File: src/rtl/bin_to_bcd_pkg.sv
// Shared types and elaboration-time helpers for the sequential binary-to-BCD converter.
package bin_to_bcd_pkg;

  typedef enum logic [1:0] {
    IDLE = 2'd0,
    CONV = 2'd1,
    DONE = 2'd2
  } state_t;

  // Largest value representable in `digits` decimal digits (valid up to 38 digits).
  function automatic logic [127:0] pow10_minus1(input int unsigned digits);
    logic [127:0] p;
    p = 128'd1;
    for (int unsigned i = 0; i < digits; i++) begin
      p = p * 128'd10;
    end
    return p - 128'd1;
  endfunction

  function automatic int unsigned clog2(input int unsigned v);
    int unsigned r;
    r = 0;
    while ((64'd1 << r) < 64'(v)) begin
      r++;
    end
    return r;
  endfunction

endpackage

File: src/rtl/bcd_digit_adj.sv
// Double-dabble digit correction: adds 3 to a BCD digit of 5 or more before the shift.
module bcd_digit_adj (
  input  logic [3:0] digit_i,
  output logic [3:0] digit_o
);

  always_comb begin
    digit_o = digit_i;
    if (digit_i >= 4'd5) begin
      digit_o = digit_i + 4'd3;
    end
  end

endmodule

File: src/rtl/bin_to_bcd_seq.sv
// Sequential shift-and-add-3 binary-to-BCD converter with start/ready/done
// handshake and saturation to all nines on overflow.
module bin_to_bcd_seq
  import bin_to_bcd_pkg::*;
#(
  parameter int unsigned BIN_W  = 7,
  parameter int unsigned DIGITS = 2
) (
  input  logic                  clk_i,
  input  logic                  rst_ni,
  input  logic                  start_i,
  input  logic [BIN_W-1:0]      bin_i,
  output logic                  ready_o,
  output logic                  done_o,
  output logic [4*DIGITS-1:0]   bcd_o,
  output logic                  overflow_o
);

  localparam int unsigned BCD_W = 4 * DIGITS;
  localparam int unsigned SR_W  = BCD_W + BIN_W;
  localparam int unsigned CNT_W = clog2(BIN_W + 1);
  localparam int unsigned TW    = ((BIN_W > BCD_W) ? BIN_W : BCD_W) + 1;

  localparam logic [TW-1:0]    THRESH  = TW'(pow10_minus1(DIGITS));
  localparam logic [TW-1:0]    BIN_MAX = {{(TW - BIN_W){1'b0}}, {BIN_W{1'b1}}};
  // Overflow is impossible when every input fits in DIGITS digits.
  localparam bit               OVF_EN  = (THRESH < BIN_MAX);
  localparam logic [BCD_W-1:0] NINES   = {DIGITS{4'h9}};

  state_t             state_q, state_d;
  logic [SR_W-1:0]    sr_q;
  logic [CNT_W-1:0]   cnt_q;
  logic               ovf_pend_q;
  logic [BCD_W-1:0]   bcd_q;
  logic               ovf_q;

  logic [BCD_W-1:0]   bcd_adj;
  logic [SR_W-1:0]    sr_adj;
  logic [SR_W-1:0]    sr_shift;

  for (genvar g = 0; g < DIGITS; g++) begin : g_adj
    bcd_digit_adj u_adj (
      .digit_i (sr_q[BIN_W + 4*g +: 4]),
      .digit_o (bcd_adj[4*g +: 4])
    );
  end

  assign sr_adj   = {bcd_adj, sr_q[BIN_W-1:0]};
  assign sr_shift = {sr_adj[SR_W-2:0], 1'b0};

  always_ff @(posedge clk_i or negedge rst_ni) begin
    if (!rst_ni) begin
      state_q <= IDLE;
    end else begin
      state_q <= state_d;
    end
  end

  always_comb begin
    state_d = state_q;
    ready_o = 1'b0;
    done_o  = 1'b0;
    unique case (state_q)
      IDLE: begin
        ready_o = 1'b1;
        if (start_i) state_d = CONV;
      end
      CONV: begin
        if (cnt_q == CNT_W'(1)) state_d = DONE;
      end
      DONE: begin
        done_o  = 1'b1;
        state_d = IDLE;
      end
      default: state_d = IDLE;
    endcase
  end

  always_ff @(posedge clk_i or negedge rst_ni) begin
    if (!rst_ni) begin
      sr_q       <= '0;
      cnt_q      <= '0;
      ovf_pend_q <= 1'b0;
      bcd_q      <= '0;
      ovf_q      <= 1'b0;
    end else begin
      if (state_q == IDLE && start_i) begin
        sr_q       <= {{BCD_W{1'b0}}, bin_i};
        cnt_q      <= CNT_W'(BIN_W);
        ovf_pend_q <= OVF_EN && ({{(TW - BIN_W){1'b0}}, bin_i} > THRESH);
      end else if (state_q == CONV) begin
        sr_q  <= sr_shift;
        cnt_q <= cnt_q - CNT_W'(1);
        if (cnt_q == CNT_W'(1)) begin
          bcd_q <= ovf_pend_q ? NINES : sr_shift[SR_W-1:BIN_W];
          ovf_q <= ovf_pend_q;
        end
      end
    end
  end

  assign bcd_o      = bcd_q;
  assign overflow_o = ovf_q;

endmodule
File: config.mk
export PLATFORM = sky130hd
export DESIGN_NAME = bin_to_bcd_seq
export DESIGN_NICKNAME = d
export VERILOG_FILES = /design/src/rtl/bin_to_bcd_pkg.sv /design/src/rtl/bcd_digit_adj.sv /design/src/rtl/bin_to_bcd_seq.sv
export SDC_FILE = /design/constraint.sdc
export NUM_CORES = 1
export LEC_CHECK = 0
export BUFFER_PORTS_ARGS = -buffer_cell sky130_fd_sc_hd__buf_2
export CAP_MARGIN = 20
export CORE_ASPECT_RATIO = 1.1
export CORE_MARGIN = 8
export CORE_UTILIZATION = 40
export DETAILED_ROUTE_END_ITERATION = 16
export SLEW_MARGIN = 20
export SYNTH_ARGS = -nofsm -noshare
export SYNTH_HDL_FRONTEND = slang
export SYNTH_HIERARCHICAL = 1
export SYNTH_SLANG_ARGS = --single-unit
File: constraint.sdc
create_clock -name clk_i -period 3.7 [get_ports clk_i]
set_clock_uncertainty 0.1 [all_clocks]
set_input_delay 0.555 -clock clk_i [delete_from_list [all_inputs] [get_ports clk_i]]
set_output_delay 0.555 -clock clk_i [all_outputs]
set_load 0.05 [all_outputs]
Word level (Yosys, flattened, before mapping)
Index checks and enable logic that the tools add are counted.

Register bits: 30. Input port bits: 10. Word-level logic and storage cells: 35. Bits in writable memories: 0. Latch bits: 0. Output and inout bits: 11. Memories kept: 0. Memory bits (read-only): 0.

Magnitude comparators: 3. Reductions and logical operators: 5. Multiplexer cells: 12. Equality and inequality tests: 5. Shift operators: 0. Div/mod/pow operators: 0. $mul: 0. Bitwise logic cells: 1. Add/subtract/negate cells: 3.

Operators by type and width (number): two-way mux 15 bit (2); two-way mux 3 bit (3); >= comparator 4 x 3 -> 1 bit, second input constant (2); two-way mux 8 bit (1); greater-than comparator 7 bit, second input constant (1); adder 4 x 2 -> 4 bit, second input constant (1); two-way mux 2 bit (2); two-way mux 4 bit (1); one-hot mux 2 bit (2 select lines) (1); adder 3 x 2 -> 3 bit, second input constant (1); equality test 3 x 1 -> 1 bit, second input constant (1); AND reduction 3 bit (1); subtractor 3 x 1 -> 3 bit, second input constant (1); equality test 2 x 1 -> 1 bit, second input constant (1); equality test 2 bit, second input constant (1); zero test 2 bit (1); two-way mux 1 bit (2); != test 2 x 1 -> 1 bit, second input constant (1); != test 2 bit, second input constant (1); AND reduction 2 bit (1); nonzero test 2 bit (1); logical AND 1 bit (1); inverter 1 bit (1).

Longest topological paths before layout
Gate-level depths: netlist (run 1).

Depth in word-level cells: 4. Depth in mapped cells: 7.

Cells and area by module
The synthesis (run 1) kept the hierarchy.

By module, submodules not included: bin_to_bcd_seq (area an instance 1330.0 µm², instances 1, cells each 136); bcd_digit_adj (area an instance 101.3 µm², instances 2, cells each 16).

Worst setup path before layout (run 1)
OpenSTA, ideal clock, no wires.

Kind: reg2out. Start point: reg state_q[0]. End point: out ready_o. Stages on the path, launching flop included: 2. Slack: 1.969 ns. Required time: 3.045 ns. Arrival time: 1.076 ns. Buffers on the path: 0. Cells stage by stage: dfrtp_1 -> nor2_1.

Word-level cells in the longest chain between the ends: 2.

Ends and longest elaborated chain: start: declaration (line bin_to_bcd_seq.sv:30) `state_t state_q, state_d;`; start signal: assignment (line bin_to_bcd_seq.sv:55) `state_q <= state_d;`; zero test 2 bit (line bin_to_bcd_seq.sv:63) `unique case (state_q)`; two-way mux 1 bit (line bin_to_bcd_seq.sv:63); end: declaration (line bin_to_bcd_seq.sv:13) `output logic ready_o,`.

No other way between the ends.

Final worst setup path (run 1)
Start point: reg state_q[0]. End point: out done_o.

Word-level cells in the longest chain between the ends: 2.

Ends and longest elaborated chain: equality test 2 bit (line bin_to_bcd_seq.sv:63); two-way mux 1 bit (line bin_to_bcd_seq.sv:63); end: declaration (line bin_to_bcd_seq.sv:14) `output logic done_o,`.

No other way between the ends.

==> parameters.txt, run 1 <==
Parameter                              Value

Clock tree
  Clock root buffer master ... sky130_fd_sc_hd__clkbuf_8
  Number of resized instances in the post-cts repair step ... 0
  CTS H-tree depth ... 2
  Clk slew on worst S/H paths ... 0.06 ns
  CTS tree ... built
  Post-cts hold buffer count ... 0
  Post-CTS repair timing setup buffer count ... 0
  TritonCTS sink count ... 30
  Cts bufs inserted ... 5
  Clock Latency Late Sink ... 0.27 ns
  Maximum buffer depth of the clock tree ... 2

Die
  Num rows ... 23
  Area of the core ... between 0.003 and 0.004 sq mm
  Overall die area ... 0.00601 sq mm
  Ports placed on the boundary ... 21
  Height of the chip ... 80.5 microns
  Initial core utilization ... 41.7%
  Die W ... 74.6 microns

GRT
  Grt total ovfl ... 0
  Number of global-route vias before repair ... between 1000 and 1500
  Antenna violations before repair ... 0
  Wire length of the first global-routing pass ... approximately 5.3 mm
  Gr usage total ... 11.4%
  Largest net degree at the start of global routing ... 31

Timing
  Worst slew margin relative to its limit ... a little over two fifths
  Fin crit period ... 1.83 ns
  Measured slew at the worst slew-check pin ... 0.840 ns
  Unrepaired setup endpoints after global routing ... false
  Final hold slack ... 0.206 ns
  Fin crit share ... between 40% and 50%
  Final Hold Violating Endpoints ... 0
  Final total negative setup slack ... 0 ns
  Highest Clock Rate ... 546 MHz
  Count of endpoints failing setup in the final report ... 0
  Final Max Slew Viols ... 0

Min path
  Kind of path behind the tightest hold check ... input port to async pin

Layout
  Inserted Diodes ... 0
  Share of layout cells above drive strength 1 ... between 10% and 20%
  Synth-to-layout area growth ... 11.5%
  Post-route non-filler standard cell count ... ~230
  Fillers ... 385
  Nets@finish ... 199

Critical path
  Critical path peak fanout ... 7
  Cell-by-cell listing of the critical path ... and2b_2 -> buf_2
  CP delay by family, top ... flip-flops
  Arrival @ worst endpoint ... around 1.2 ns
  Crit Path Category ... flop to primary output
  Maximum cell stage delay along the critical path ... 0.43 ns
  Required arrival time at the worst endpoint ... 3.04 ns
  Buffers & Inverters on Critical Path ... 1
  Critical path startpoint category ... flop
  Category of the worst setup path capture point ... primary output
  Crit path max-delay cell type ... sky130_fd_sc_hd__dfrtp_1

Synth
  Synthesized netlist cell count ... 164
  Total standard cell area after synthesis ... 0.00151 sq mm
  Number of warnings reported in the yosys synthesis log ... 6
  Synth Net Count ... 180
  Synth Area per Inst ... 9.22 sq um

Placement
  Post-DP HPWL ... 2.14 mm
  Number of input and output port buffers inserted ... 20
  Cell count after placement ... roughly 230
  Routability congestion estimate ... 0.749

Routing
  DRC violations left ... 0
  Antenna-violating nets left ... 0
  First drt pass iteration count ... 4
  Average vias per placed instance ... 4.85
  Routed length per placed instance ... roughly 12 microns
  Number of vias after detailed routing ... ~1100
  Number of DRC markers after the initial detailed-route iteration ... 98
  Post-Route WL ... 2.91 mm

Power and ir drop
  Total power ... approximately 1.6 mW
  Max VDD drop ... 0.375 mV
  Leak ... 0.876 nW
  Power per standard cell area ... 951 mW/mm^2

Job
  Max cap viols ... 0

Outcome
  Status ... completed
==> report_power, final <==
group | switching (mW) | internal, mW
Combinational | 0.530 | 0.247
Sequential | 0.113 | 0.478
Clock | 0.107 | 0.129
==> sequential cells by signal, summed over array words and instances (netlist names) <==
register    cells
sr_q           15
bcd_o           8
cnt_q           3
state_q         2
ovf_pend_q      1
overflow_o      1
==> cells in the final DEF, fill, tap and decap left out, types with 2 or more instances in the layout <==
| master | n |
|---|---|
| sky130_fd_sc_hd__a31oi_1 | 2 |
| sky130_fd_sc_hd__o21ai_0 | 6 |
| sky130_fd_sc_hd__nand3_1 | 9 |
| sky130_fd_sc_hd__xnor2_1 | 3 |
| sky130_fd_sc_hd__clkbuf_8 | 5 |
| sky130_fd_sc_hd__inv_1 | 6 |
| sky130_fd_sc_hd__nor2_1 | 5 |
| sky130_fd_sc_hd__ha_1 | 6 |
| sky130_fd_sc_hd__nand3b_1 | 4 |
| sky130_fd_sc_hd__buf_2 | 20 |
| sky130_fd_sc_hd__a22oi_1 | 4 |
| sky130_fd_sc_hd__a21oi_2 | 2 |
| sky130_fd_sc_hd__mux2i_1 | 2 |
| sky130_fd_sc_hd__o21ai_1 | 3 |
| sky130_fd_sc_hd__dfrtp_1 | 30 |
| sky130_fd_sc_hd__nand3_2 | 4 |
| sky130_fd_sc_hd__nand2b_1 | 4 |
| sky130_fd_sc_hd__clkbuf_1 | 2 |
| sky130_fd_sc_hd__nand2_1 | 55 |
==> per-stage QoR <==
| step | setup WS [ns] | util, % | cell area [sq um] |
|---|---|---|---|
| floorplan | 1.97 | - | 1510 |
| global placement | 1.82 | 44.3 | 1610 |
| detailed placement | 1.77 | 44.3 | 1610 |
| CTS | 1.76 | 46.4 | 1680 |
| global route | 1.70 | 46.5 | 1690 |
| finish | 1.87 | 46.5 | 1690 |
==> layer usage <==
metal | global-route usage [%] | up-vias | share of wire (%)
li1 | - | 578 | -
met2 | 18.6 | 26 | 46
met4 | 4.51 | 0 | 1.4
met1 | 13.0 | 521 | 45
met3 | 4.48 | 5 | 7.6
met5 | 0 | - | 0
==> worst register-to-register path, stage by stage, from the launching register on <==
cell,delay [ns]
sky130_fd_sc_hd__dfrtp_1,0.40
sky130_fd_sc_hd__ha_1,0.22
sky130_fd_sc_hd__nand4bb_1,0.35
sky130_fd_sc_hd__clkinv_1,0.35
sky130_fd_sc_hd__o21ai_0,0.16
sky130_fd_sc_hd__nand2_1,0.07
==> final timing paths <==
path	slack, ns	to	start	cells past startpoint
worst max-delay path	1.87	done_o	state_q[0]	2
max in group asynchronous	2.87	sr_q[1]	rst_ni	1
worst min-delay path	0.21	sr_q[13]	rst_ni	1
worst min register to register	0.36	bcd_o[2]	bcd_o[2]	2
min in group clk_i	0.36	bcd_o[2]	bcd_o[2]	2
worst max register to register	1.92	bcd_o[4]	cnt_q[0]	5
==> cell type report <==
class                   instances  area (sq um)  share of cell area, %
well taps                      50          62.6                   3.71
inverters                       7          26.3                   1.56
repair buffers                 20           100                   5.93
flip-flops and latches         30           751                   44.5
clock buffers                   7          76.3                   4.53
multi-input cells             119           671                   39.8
No activity file was read; power rests on OpenSTA's default activity.
==> inputs of run 2 (changes only) <==
==> constraint.sdc (replaced) <==
create_clock -name clk_i -period 1.65 [get_ports clk_i]
set_clock_uncertainty 0.1 [all_clocks]
set_input_delay 0.2475 -clock clk_i [delete_from_list [all_inputs] [get_ports clk_i]]
set_output_delay 0.2475 -clock clk_i [all_outputs]
set_load 0.05 [all_outputs]
==> run 2 against run 1 <==
  * Combinational power up 150%
  * Via count grew 4.9%
  * Critical path depth rose by 5
  * Design area rose by 5.1%
  * Final cell count rose by 3.9%
  * Sequential power is 130% higher
  * Setup slack worse by 1.8 ns
  * Sequential share of layout area down 2.1 points
  * Die area did not move
  * Largest power group unchanged
==> parameters.txt, run 2 (same netlist as run 1, synthesis figures left out) <==
Parameter                              Value

Placement
  Placed standard-cell area ... 0.00166 sq mm (+3.3%)
  Post-placement setup slack ... 0.0667 ns (-1.70 ns)
  Number of input and output port buffers inserted ... 20 (unchanged)
  Post-DP HPWL ... 2.27 mm (+6.1%)
  Routability congestion estimate ... 0.769 (+2.7%)

Timing
  Final Hold Violating Endpoints ... 0 (unchanged)
  Final hold slack ... 0.0668 ns (-0.139 ns)
  Final total negative setup slack ... 0 ns (unchanged)
  Setup WS post-layout ... 0.0447 ns (-1.82 ns)
  Count of endpoints failing setup in the final report ... 0 (unchanged)
  Worst slew margin relative to its limit ... 54.9% (+11 points)
  Measured slew at the worst slew-check pin ... 0.677 ns (-0.163 ns)
  Fin crit share ... 97.3%
  Highest Clock Rate ... 623 MHz
  Fin crit period ... 1.61 ns
  Final Max Slew Viols ... 0 (unchanged)

Layout
  Largest register FFs ... 15 (unchanged)
  Most frequent cells in the layout ... 55 x sky130_fd_sc_hd__nand2_1, 29 x sky130_fd_sc_hd__dfrtp_1, 20 x sky130_fd_sc_hd__buf_2
  Share of layout cells above drive strength 1 ... 22.4% (+4.4 points)
  Inserted Diodes ... 0 (unchanged)
  Nets@finish ... 208 (+4.5%)
  Final Instance Area ... 0.00177 sq mm (+5.1%)
  Synth-to-layout area growth ... 17.2%
  Most common cell after layout, fill and taps aside ... sky130_fd_sc_hd__nand2_1
  Most flop-heavy register ... sr_q

Critical path
  Maximum cell stage delay along the critical path ... 0.42 ns (about the same)
  Cell-by-cell listing of the critical path ... ha_1 -> nand2b_1 -> a21oi_2 -> buf_4 -> xnor2_1 -> nand3b_1 -> nand2_1
  CP delay by family, top ... flip-flops
  Arrival @ worst endpoint ... 1.72 ns (+0.54 ns)
  Required arrival time at the worst endpoint ... 1.77 ns (-1.27 ns)
  Critical path startpoint category ... flop
  Buffers & Inverters on Critical Path ... 1 (unchanged)
  Category of the worst setup path capture point ... flop
  Crit path max-delay cell type ... sky130_fd_sc_hd__dfrtp_1
  Critical path peak fanout ... 4 (-3)
  Crit Path Category ... flop to flop

Die
  Area of the core ... 0.00363 sq mm (unchanged)
  Height of the chip ... 80.5 microns (unchanged)
  Overall die area ... 0.00601 sq mm (unchanged)
  Die W ... 74.6 microns (unchanged)
  Ports placed on the boundary ... 21 (unchanged)
  Initial core utilization ... 41.7% (unchanged)
  Num rows ... 23 (unchanged)

Clock tree
  Clk slew on worst S/H paths ... 0.06 ns (about the same)
  Clock root buffer master ... sky130_fd_sc_hd__clkbuf_8
  TritonCTS sink count ... 30 (unchanged)
  CTS H-tree depth ... 2 (unchanged)
  Maximum buffer depth of the clock tree ... 2 (unchanged)
  Clock Latency Late Sink ... 0.27 ns (about the same)
  Cts bufs inserted ... 5 (unchanged)
  CTS tree ... built

Power and ir drop
  Psw ... 1.77 mW (+140%)
  Sequential share of power ... 35.2% (-1.7 points)
  Leak ... 0.918 nW (+4.8%)
  Max VDD drop ... 0.910 mV (+140%)
  Power per standard cell area ... 2160 mW/mm^2 (+130%)
  Share of total power in combinational logic ... 50.8% (+2.4 points)
  Internal cell power ... 2.05 mW (+140%)
  Total power ... 3.82 mW (+140%)
  Clock network fraction of total power ... 14.0% (-0.7 points)
  Share of total power consumed by net switching ... 46.4% (-0.38 points)

GRT
  Number of global-route vias before repair ... 1145 (-4.3%)
  Antenna violations before repair ... 0 (unchanged)
  Largest net degree at the start of global routing ... 31 (unchanged)
  Gr usage total ... 11.3% (-0.17 points)
  Wire length of the first global-routing pass ... 5.25 mm (-0.53%)
  Grt total ovfl ... 0 (unchanged)

Routing
  Number of DRC markers after the initial detailed-route iteration ... 55 (-44%)
  First drt pass iteration count ... 4 (unchanged)
  Post-Route WL ... 3.21 mm (+10%)
  DRC violations left ... 0 (unchanged)
  Average vias per placed instance ... 4.90 (+0.97%)
  Routed length per placed instance ... 13.3 microns (+6.2%)
  Number of vias after detailed routing ... 1185 (+4.9%)
  Antenna-violating nets left ... 0 (unchanged)

Outcome
  Status ... completed

Job
  Max cap viols ... 0 (unchanged)

Min path
  Kind of path behind the tightest hold check ... input port to flop
## run 2: cell types whose count changed in the layout (fill, tap and decap cells not counted), sizes merged
cell | before | now
buf | 20 | 28
dlygate4sd3 | 0 | 1
## run 2: worst reg2reg max path: cells and delay by family (launching register included)
kind | cells | cell delay [ns]
XOR/XNOR | 1 | 0.14
buffers and inverters | 1 | 0.14
flip-flops | 1 | 0.42
AND/OR/NAND/NOR | 3 | 0.34
adder cells (fa/ha/maj) | 1 | 0.22
AO/OA/AOI/OAI | 1 | 0.19
## run 2: metal layers
layer	share of wire, %	wire (microns)	vias up	track usage, %
li1	-	-	591	-
met1	45	1450	558	13.2
met2	48	1550	34	18.0
met3	6.1	195	2	4.86
met4	0.44	14	0	3.53
met5	0	0	-	0
## run 2: repair_timing
action	in CTS	in global routing
hold buffers	1	0
endpoints found under the hold margin	30	0
buffers inserted	0	1
resized for setup	0	4
endpoints found under the setup margin	0	5
## run 2: final cells by class
| class | count | area, sq um |
|---|---|---|
| well taps | 50 | 62.6 |
| clock buffers | 7 | 76.3 |
| multi-input cells | 119 | 686 |
| repair buffers | 29 | 170 |
| flip-flops and latches | 30 | 752 |
| inverters | 7 | 26.3 |
| fillers | 380 | 1850 |
## run 2: path summary, 6_finish.rpt
kind                            endpoint  cells after the start      from  slack (ns)
min in group asynchronous       bcd_o[5]                      2    rst_ni        0.45
worst min register to register  bcd_o[4]                      2  bcd_o[4]        0.36
max in group asynchronous        sr_q[7]                      2    rst_ni        0.51
worst max register to register  bcd_o[5]                      7  sr_q[11]        0.04
worst max-delay path            bcd_o[5]                      7  sr_q[11]        0.04
worst min-delay path             sr_q[0]                      3  bin_i[0]        0.07
## run 2: stage by stage
stage	util (%)	cells
2_1_floorplan	-	164
3_3_place_gp	45.8	233
3_5_place_dp	45.8	233
4_1_cts	48.2	241
5_1_grt	48.9	242
6_report	48.9	242
## run 2: power groups by stage
stage | Combinational [mW] | Sequential [mW] | Clock, mW
global placement | 1.81 | 1.32 | 0
detailed placement | 1.88 | 1.34 | 0
floorplan | 1.13 | 1.64 | 0
global route | 2.12 | 1.39 | 0.594
finish | 1.94 | 1.35 | 0.537
CTS | 1.88 | 1.33 | 0.556
